### src/rtl/rand_matrix_pkg.sv
// rand_matrix_stream shared definitions: FSM encoding,
// default LFSR seeds and feedback tap masks.
package rand_matrix_pkg;

    localparam logic [1:0] ST_IDLE = 2'd0;
    localparam logic [1:0] ST_GEN  = 2'd1;
    localparam logic [1:0] ST_DONE = 2'd2;

    localparam logic [31:0] DEF_SEED1 = 32'hACE1_ACE1;
    localparam logic [31:0] DEF_SEED2 = 32'h1234_5678;

    // A taps 31,21,1,0 ; B taps 31,27,15,0
    localparam logic [31:0] TAPS_A = 32'h8020_0003;
    localparam logic [31:0] TAPS_B = 32'h8800_8001;

endpackage

### src/rtl/rand_matrix_stream_lfsr32.sv
// Free-running 32-bit Fibonacci LFSR with seed load.
// Ports: clk, rst_n, load, load_val[31:0], q = state[LO +: W].
module lfsr32
    import rand_matrix_pkg::*;
#(
    parameter logic [31:0] TAPS = TAPS_A,
    parameter logic [31:0] SEED = DEF_SEED1,
    parameter int          W    = 8,
    parameter int          LO   = 0
) (
    input  logic          clk,
    input  logic          rst_n,
    input  logic          load,
    input  logic [31:0]   load_val,
    output logic [W-1:0]  q
);

    logic [31:0] s;

    // An all-zero state would lock up, so it falls back to SEED.
    always_ff @(posedge clk or negedge rst_n) begin
        if (!rst_n) begin
            s <= SEED;
        end else if (load) begin
            s <= (load_val == '0) ? SEED : load_val;
        end else begin
            s <= {s[30:0], ^(s & TAPS)};
        end
    end

    assign q = s[LO +: W];

endmodule

### src/rtl/rand_matrix_stream.sv
// Streams count matrices of dim_m x dim_n random elements in [elem_min, elem_max].
// Ports: start/abort/config/seed in; out_* valid/ready stream; busy, done, err status.
module rand_matrix_stream
    import rand_matrix_pkg::*;
#(
    parameter int          DATA_W = 8,
    parameter int          DIM_W  = 3,
    parameter int          CNT_W  = 4,
    parameter logic [31:0] SEED1  = DEF_SEED1,
    parameter logic [31:0] SEED2  = DEF_SEED2
) (
    input  logic              clk,
    input  logic              rst_n,
    input  logic              start,
    input  logic              abort,
    input  logic [DIM_W-1:0]  dim_m,
    input  logic [DIM_W-1:0]  dim_n,
    input  logic [CNT_W-1:0]  count,
    input  logic [DATA_W-1:0] elem_min,
    input  logic [DATA_W-1:0] elem_max,
    input  logic              signed_mode,
    input  logic              seed_load,
    input  logic [31:0]       seed_val,
    output logic [DATA_W-1:0] out_data,
    output logic              out_valid,
    input  logic              out_ready,
    output logic [DIM_W-1:0]  out_row,
    output logic [DIM_W-1:0]  out_col,
    output logic [CNT_W-1:0]  out_mat,
    output logic              out_last_elem,
    output logic              out_last,
    output logic              busy,
    output logic              done,
    output logic              err
);

    localparam logic [DIM_W-1:0]  D1   = DIM_W'(1);
    localparam logic [CNT_W-1:0]  C1   = CNT_W'(1);
    localparam logic [DATA_W:0]   ONE  = (DATA_W+1)'(1);
    localparam logic [DATA_W:0]   FULL = {1'b1, {DATA_W{1'b0}}};

    logic [1:0]        state;
    logic [DIM_W-1:0]  m_q, n_q;
    logic [CNT_W-1:0]  cnt_q;
    logic [DATA_W-1:0] min_q, max_q;
    logic              sgn_q;

    logic [DATA_W-1:0] a_lo, b_hi, raw;
    logic              lfsr_load;

    assign lfsr_load = seed_load && (state == ST_IDLE);

    lfsr32 #(.TAPS(TAPS_A), .SEED(SEED1), .W(DATA_W), .LO(0)) u_lfsr_a (
        .clk(clk), .rst_n(rst_n), .load(lfsr_load),
        .load_val(seed_val), .q(a_lo)
    );

    lfsr32 #(.TAPS(TAPS_B), .SEED(SEED2), .W(DATA_W), .LO(DATA_W)) u_lfsr_b (
        .clk(clk), .rst_n(rst_n), .load(lfsr_load),
        .load_val(~seed_val), .q(b_hi)
    );

    assign raw = a_lo ^ b_hi;

    // In IDLE the first element is mapped with the incoming config,
    // since it is loaded on the same edge the config is latched.
    logic [DATA_W-1:0] mn, mx, rem, mapped;
    logic              sg;
    logic [DATA_W:0]   ext_min, ext_max, rng;

    always_comb begin
        mn      = (state == ST_IDLE) ? elem_min    : min_q;
        mx      = (state == ST_IDLE) ? elem_max    : max_q;
        sg      = (state == ST_IDLE) ? signed_mode : sgn_q;
        ext_min = sg ? {mn[DATA_W-1], mn} : {1'b0, mn};
        ext_max = sg ? {mx[DATA_W-1], mx} : {1'b0, mx};
        rng     = ext_max - ext_min + ONE;
        if (rng == '0) rng = ONE;
        rem     = DATA_W'({1'b0, raw} % rng);
        mapped  = (rng == FULL) ? raw : mn + rem;
    end

    logic min_gt_max, cfg_bad;

    always_comb begin
        min_gt_max = signed_mode ? ($signed(elem_min) > $signed(elem_max))
                                 : (elem_min > elem_max);
        cfg_bad    = (dim_m == '0) || (dim_n == '0) ||
                     (count == '0) || min_gt_max;
    end

    logic col_end, row_end, mat_end;

    assign col_end       = (out_col == n_q - D1);
    assign row_end       = (out_row == m_q - D1);
    assign mat_end       = (out_mat == cnt_q - C1);
    assign out_last_elem = out_valid && col_end && row_end;
    assign out_last      = out_last_elem && mat_end;
    assign busy          = (state == ST_GEN);
    assign done          = (state == ST_DONE);

    always_ff @(posedge clk or negedge rst_n) begin
        if (!rst_n) begin
            state     <= ST_IDLE;
            m_q       <= '0;
            n_q       <= '0;
            cnt_q     <= '0;
            min_q     <= '0;
            max_q     <= '0;
            sgn_q     <= 1'b0;
            out_data  <= '0;
            out_valid <= 1'b0;
            out_row   <= '0;
            out_col   <= '0;
            out_mat   <= '0;
            err       <= 1'b0;
        end else begin
            err <= 1'b0;
            unique case (state)
                ST_IDLE: begin
                    if (start) begin
                        if (cfg_bad) begin
                            err <= 1'b1;
                        end else begin
                            m_q       <= dim_m;
                            n_q       <= dim_n;
                            cnt_q     <= count;
                            min_q     <= elem_min;
                            max_q     <= elem_max;
                            sgn_q     <= signed_mode;
                            out_row   <= '0;
                            out_col   <= '0;
                            out_mat   <= '0;
                            out_data  <= mapped;
                            out_valid <= 1'b1;
                            state     <= ST_GEN;
                        end
                    end
                end
                ST_GEN: begin
                    if (abort) begin
                        out_valid <= 1'b0;
                        state     <= ST_IDLE;
                    end else if (out_valid && out_ready) begin
                        if (out_last) begin
                            out_valid <= 1'b0;
                            state     <= ST_DONE;
                        end else begin
                            out_data <= mapped;
                            if (col_end) begin
                                out_col <= '0;
                                if (row_end) begin
                                    out_row <= '0;
                                    out_mat <= out_mat + C1;
                                end else begin
                                    out_row <= out_row + D1;
                                end
                            end else begin
                                out_col <= out_col + D1;
                            end
                        end
                    end
                end
                ST_DONE: state <= ST_IDLE;
                default: state <= ST_IDLE;
            endcase
        end
    end

endmodule

### config.mk
export PLATFORM = sky130hd
export DESIGN_NAME = rand_matrix_stream
export DESIGN_NICKNAME = d
export VERILOG_FILES = /design/src/rtl/rand_matrix_pkg.sv /design/src/rtl/rand_matrix_stream_lfsr32.sv /design/src/rtl/rand_matrix_stream.sv
export SDC_FILE = /design/constraint.sdc
export NUM_CORES = 1
export LEC_CHECK = 0
export CAP_MARGIN = 20
export CORE_MARGIN = 5
export CORE_UTILIZATION = 30
export DETAILED_ROUTE_END_ITERATION = 7
export SETUP_SLACK_MARGIN = 0.02
export SYNTH_ARGS = -nofsm -noshare
export SYNTH_HDL_FRONTEND = slang
export SYNTH_SLANG_ARGS = --single-unit
### constraint.sdc
create_clock -name clk -period 19.2 [get_ports clk]
set_clock_uncertainty 0.2 [all_clocks]
set_input_delay 5.76 -clock clk [delete_from_list [all_inputs] [get_ports clk]]
set_output_delay 5.76 -clock clk [all_outputs]
set_load 0.005 [all_outputs]
* Yosys cells after proc, flatten, opt, wreduce, memory -nomap -nowiden
Index checks and enable logic that the tools add are counted.
** Cells by class
- Add/sub/neg operators :: 9
- Divide/modulo/power cells :: 1
- $lt $le $gt $ge :: 2
- Equality and inequality tests :: 15
- Muxes and demuxes :: 54
- Bitwise operators :: 3
- Reduce and logical (&&, ||, !) cells :: 24
** Operator list (number)
- two-way mux 32 bit :: 4
- zero test 32 bit :: 2
- two-way mux 8 bit :: 8
- parity 32 bit :: 2
- two-way mux 3 bit :: 11
- NOT 32 bit :: 1
- two-way mux 4 bit :: 7
- two-way mux 9 bit :: 3
- greater-than comparator 8 bit :: 2
- one-hot mux 8 bit (2 select lines) :: 1
- one-hot mux 3 bit (2 select lines) :: 2
- two-way mux 1 bit :: 10
- two-way mux 2 bit :: 5
- adder 9 x 1 -> 9 bit (second input constant) :: 1
- == test 9 bit (second input constant) :: 1
- zero test 9 bit :: 1
- remainder unit 8 x 9 -> 9 bit :: 1
- subtractor 9 bit :: 1
- adder 8 bit :: 1
- != test 2 bit (second input constant) :: 4
- one-hot mux 4 bit (2 select lines) :: 1
- AND reduction 8 bit :: 1
- bitwise XOR 8 bit :: 1
- AND reduction 7 bit :: 1
- other kinds (24) :: 36
** Word-level totals
- Register bits :: 113
- Input bits :: 65
- Output and inout port bits :: 24
- Logic and storage cells :: 123

* Logic depth before layout (Yosys ltp)
Gate-level depths: netlist of the first run.
- Word-level depth :: 14
- Gate-level depth with buffers :: 89
- Gate-level depth less buffers :: 84

* Modules after synthesis
A second synthesis of the first run with hierarchy kept.
** Unflattened totals
- Cell total of the unflattened synthesis :: 966
- Area, all modules :: 8803.4 µm²
** By module, submodules not included
- rand_matrix_stream :: times used 1, cells each 722, area each 5977.0 µm², sequential area each 1226.2 µm²
- lfsr32 at u_lfsr_a :: times used 1, cells each 125, area each 1421.4 µm², sequential area each 820.8 µm²
- lfsr32 at u_lfsr_b :: times used 1, cells each 119, area each 1405.1 µm², sequential area each 817.0 µm²

* Worst setup path before layout of the first run
No wires, ideal clock.
- Kind :: input to register
- Start :: input elem_min[1]
- End :: register out_data[6]
- Setup time :: 0.126 ns
- Arrival time :: 21.697 ns
- Required time :: 18.874 ns
- Path slack :: -2.823 ns
- Cell stages on the path :: 84
- Path buffers :: 3
- Cells stage by stage :: mux2_2 > ha_1 > inv_1 > ha_1 > inv_1 > fa_1 > nand2b_1 > a2111oi_0 > a311oi_2 > o211a_1 > nand4_1 > nor2b_1 > nor2_1 > ha_1 > o21a_1 > o21ai_0 > nor2_1 > nor2_1 > [48 not listed] > ha_1 > nor2b_1 > o21ai_0 > nand2b_1 > a311o_1 > a41oi_1 > mux2i_1 > ha_1 > inv_1 > fa_1 > nor2b_1 > o21ai_0 > nand2b_1 > o21ai_0 > o31ai_1 > a211oi_1 > xnor2_1 > a221o_1
** On the way
- Word-level cells in the longest chain between the ends :: 13
- Elaborated cells on any way between the ends :: 22
** RTL lines
- start, declared :: RTL line rand_matrix_stream.sv:19 : input logic [DATA_W-1:0] elem_min,
- two-way mux 8 bit :: RTL line rand_matrix_stream.sv:72 : mn = (state == ST_IDLE) ? elem_min : min_q;
- two-way mux 9 bit :: RTL line rand_matrix_stream.sv:75 : ext_min = sg ? {mn[DATA_W-1], mn} : {1'b0, mn};
- subtractor 9 bit :: RTL line rand_matrix_stream.sv:77 : rng = ext_max - ext_min + ONE;
- adder 9 x 1 -> 9 bit :: RTL line rand_matrix_stream.sv:77
- zero test 9 bit :: RTL line rand_matrix_stream.sv:78 : if (rng == '0) rng = ONE;
- two-way mux 9 bit :: RTL line rand_matrix_stream.sv:78
- remainder unit 8 x 9 -> 9 bit :: RTL line rand_matrix_stream.sv:79 : rem = DATA_W'({1'b0, raw} % rng);
- adder 8 bit :: RTL line rand_matrix_stream.sv:80 : mapped = (rng == FULL) ? raw : mn + rem;
- two-way mux 8 bit :: RTL line rand_matrix_stream.sv:80
- two-way mux 8 bit :: RTL line rand_matrix_stream.sv:145 : if (out_last) begin
- two-way mux 8 bit :: RTL line rand_matrix_stream.sv:144 : end else if (out_valid && out_ready) begin
- two-way mux 8 bit :: RTL line rand_matrix_stream.sv:141 : if (abort) begin
- one-hot mux 8 bit (2 select lines) :: RTL line rand_matrix_stream.sv:119 : unique case (state)
- end signal, assigned :: RTL line rand_matrix_stream.sv:134 : out_data <= mapped;
- end signal, assigned :: RTL line rand_matrix_stream.sv:149 : out_data <= mapped;
- end, declared :: RTL line rand_matrix_stream.sv:24 : output logic [DATA_W-1:0] out_data,
Several ways; a longest one is shown, not always the timed one. The select of a mux whose other input is x is not followed.
A chain may end at the register's enable or synchronous reset.

* Worst setup path in the final report of the first run
- Start :: input elem_min[1]
- End :: register out_data[5]
Same word-level chain as after synthesis.

==> metrics, run 1 <==
Tmin final=20.70 ns; share of layout cells above drive strength 1=0.369; Max Cap Violations=0; placed inst area=11300 um2; Cells after Synth=950; clock latency on the worst-skew pair=0.42 ns; Boundary Pins=89; highest cell delay on the worst timing path=0.39 ns; Worst EP required=19.31 ns; WL per Instance=16.1 um; GPL Wtd Cong=0.895; outcome=complete, but fails checks; GRT Util Overall=0.166; vias in the first global route=8410; CTS tree=yes; clk buf depth=2; setup_tns=-8.36 ns; die height=178 um; Post-synth EDFFs=0; sequential area share after synthesis=0.338; synthesized area per cell=8.93 um2; share of the synthesized area in the top cell type=0.248; synth warn=0; final-report max-slew violation count=0; crit-path most repeated cell=ha_4; Synth async-reset ratio=1.00; syn nets=1098; DR vias/cell=5.00; core area=27900 um2; Area growth, synth to finish=52.2%; H-tree Lvls=4; Pre-antenna DRT Iters=5; filler-free cell count of the finished design=1640; Crit-path slowest cell=fa_2; leading area contributor after synthesis=dfrtp_1; CTS Sinks=113; part of the cycle the worst path needs=1.08; initial antenna violation count=0; reg2reg path depth=85; post-route worst setup slack=-1.50 ns; RSZ-0062 raised after global routing=yes; most frequent cells in the layout=buf_4 (213), nand2_1 (114), dfrtp_1 (84); Syn Std Cell Area=8480 um2; fmax=0.0483 GHz; critical path class=input port to flip-flop; chip width=178 um; largest net degree at the start of global routing=79; final setup violation count=8; # DRC=0; WP data arrival=20.80 ns; number of CTS-inserted buffers=17; clock transition at the registers of the reported paths=0.07 ns; Synth Register Bits=113; Crit. End Element=flip-flop; startpoint class of the critical path=input port; FP Rows=61; Place WS=-2.45 ns; IO Port Bufs=88; Final Hold Fails=0; Hold Path Class=flip-flop to flip-flop; Hold Path Cell Cnt=2; violated checks=setup timing; placed cell count=1561; DRT Wirelength=26400 um; Max FO, Critical Path=7; clock root cell=clkbuf_16; commonest non-fill, non-tap cell in the layout=buf_4; Finished Cell Area=12900 um2; Synth area leaders=dfrtp_1 (25%), ha_1 (12%), dfstp_2 (9.0%); DRT iter0 DRCs=292; # diodes=0; top_reg_cell synth=dfrtp_1; Remaining Overflow, GRT=0; fin nets=1397; Worst Tran Pin Value=0.966 ns; first-pass GRT wire length=42400 um; vias=8206; die area=31700 um2; Starting Density=0.304; Post-DP HPWL=19200 um; Distinct cells, synth=72; Max transition margin=0.356; Post-DRT Antenna Nets=0
## final cells by class
class / count / area, um2
Clock buffer: 17 / 425
Clock inverter: 15 / 164
Fill cell: 2590 / 14900
Inverter: 47 / 181
Multi-Input combinational cell: 757 / 6210
Sequential cell: 113 / 2860
Tap cell: 378 / 473
Timing Repair Buffer: 313 / 2600
## cells in the mapped netlist, types with 14 or more instances
cell / instances
nor3_1: 17
nor4_1: 18
xnor2_1: 40
clkbuf_1: 26
ha_1: 80
dfrtp_1: 84
mux2_2: 44
o22a_1: 17
o21a_1: 16
nand4_1: 22
nor2_1: 73
inv_1: 46
o21ai_0: 61
a21oi_1: 54
nand3_1: 14
xor2_1: 18
dfstp_2: 29
nand2_1: 117
## state kept, by name, indices dropped and copies added, names as in the netlist, 2 cells and up
register / count
out_col: 3
out_mat: 4
state: 2
n_q: 3
out_data: 8
min_q: 8
max_q: 8
m_q: 3
out_row: 3
cnt_q: 4
u_lfsr_b.s: 32
u_lfsr_a.s: 32
## worst max-delay path, delay by kind of cell
kind / cells / cell delay, ns
multiplexers: 4 / 1.12
AND/OR/NAND/NOR: 21 / 3.04
AO/OA/AOI/OAI: 33 / 6.24
XOR/XNOR: 1 / 0.15
buffers and inverters: 13 / 1.51
adder cells (fa/ha/maj): 12 / 2.94
## layer usage
layer,global-route usage,wire [um],share of wire,vias up
li1,-,-,-,4023
met1,0.211,11900,0.45,3975
met2,0.286,13000,0.49,156
met3,0.0284,776,0.029,52
met4,0.0506,674,0.026,0
met5,0,0,0,-
## stage by stage
stage / hold slack, ns / utilization
2_1_floorplan: 0.221 / -
3_3_place_gp: 0.225 / 0.404
3_5_place_dp: 0.235 / 0.404
4_1_cts: 0.252 / 0.449
5_1_grt: 0.270 / 0.464
6_report: 0.249 / 0.464
## repair_timing
action	4_1_cts	5_1_grt
resized for setup	110	54
setup buffers	28	21
gates cloned	0	0
hold buffers	0	0
endpoints found under the setup margin	8	8
pin swaps	74	76
endpoints found under the hold margin	0	0
## logic make-up (layout without fill, tap and decap cells)
kind of cell / after synthesis / after routing / synth area share
multiplexers: 59 / 59 / 0.0773
flip-flops: 113 / 113 / 0.338
XOR/XNOR: 58 / 58 / 0.0599
AND/OR/NAND/NOR: 323 / 323 / 0.181
AO/OA/AOI/OAI: 233 / 233 / 0.182
buffers and inverters: 80 / 392 / 0.0372
other: 1 / 1 / 0.000442
adder cells (fa/ha/maj): 83 / 83 / 0.125
## final timing paths
check | from | end | slack, ns
min reg2reg | u_lfsr_a.s[19]$_DFF_PN0_ | u_lfsr_a.s[20]$_DFF_PN0_ | 0.25
max in group asynchronous | rst_n | u_lfsr_b.s[7]$_DFF_PN0_ | 12.36
min in group asynchronous | rst_n | m_q[0]$_DFFE_PN0P_ | 5.10
max reg2reg | state[0]$_DFFE_PN0P_ | out_data[5]$_DFFE_PN0P_ | 2.92
max | elem_min[1] | out_data[5]$_DFFE_PN0P_ | -1.50
min | u_lfsr_a.s[19]$_DFF_PN0_ | u_lfsr_a.s[20]$_DFF_PN0_ | 0.25
Power of run 1 is left out: the tool's default activity adds up to more than one toggle a clock period on the data nets, which glitch-free logic cannot reach.
==> run 2: changes to the inputs <==
--- a/config.mk
+++ b/config.mk
@@ -9,6 +9,7 @@
 export CORE_MARGIN = 5
 export CORE_UTILIZATION = 30
 export DETAILED_ROUTE_END_ITERATION = 7
+export GPL_TIMING_DRIVEN = 1
 export SETUP_SLACK_MARGIN = 0.02
 export SYNTH_ARGS = -nofsm -noshare
 export SYNTH_HDL_FRONTEND = slang
==> results of run 2 <==
Same layout as run 1: the final DEF is identical, and so are final timing and power.
Power of run 2 is left out for the same reason.
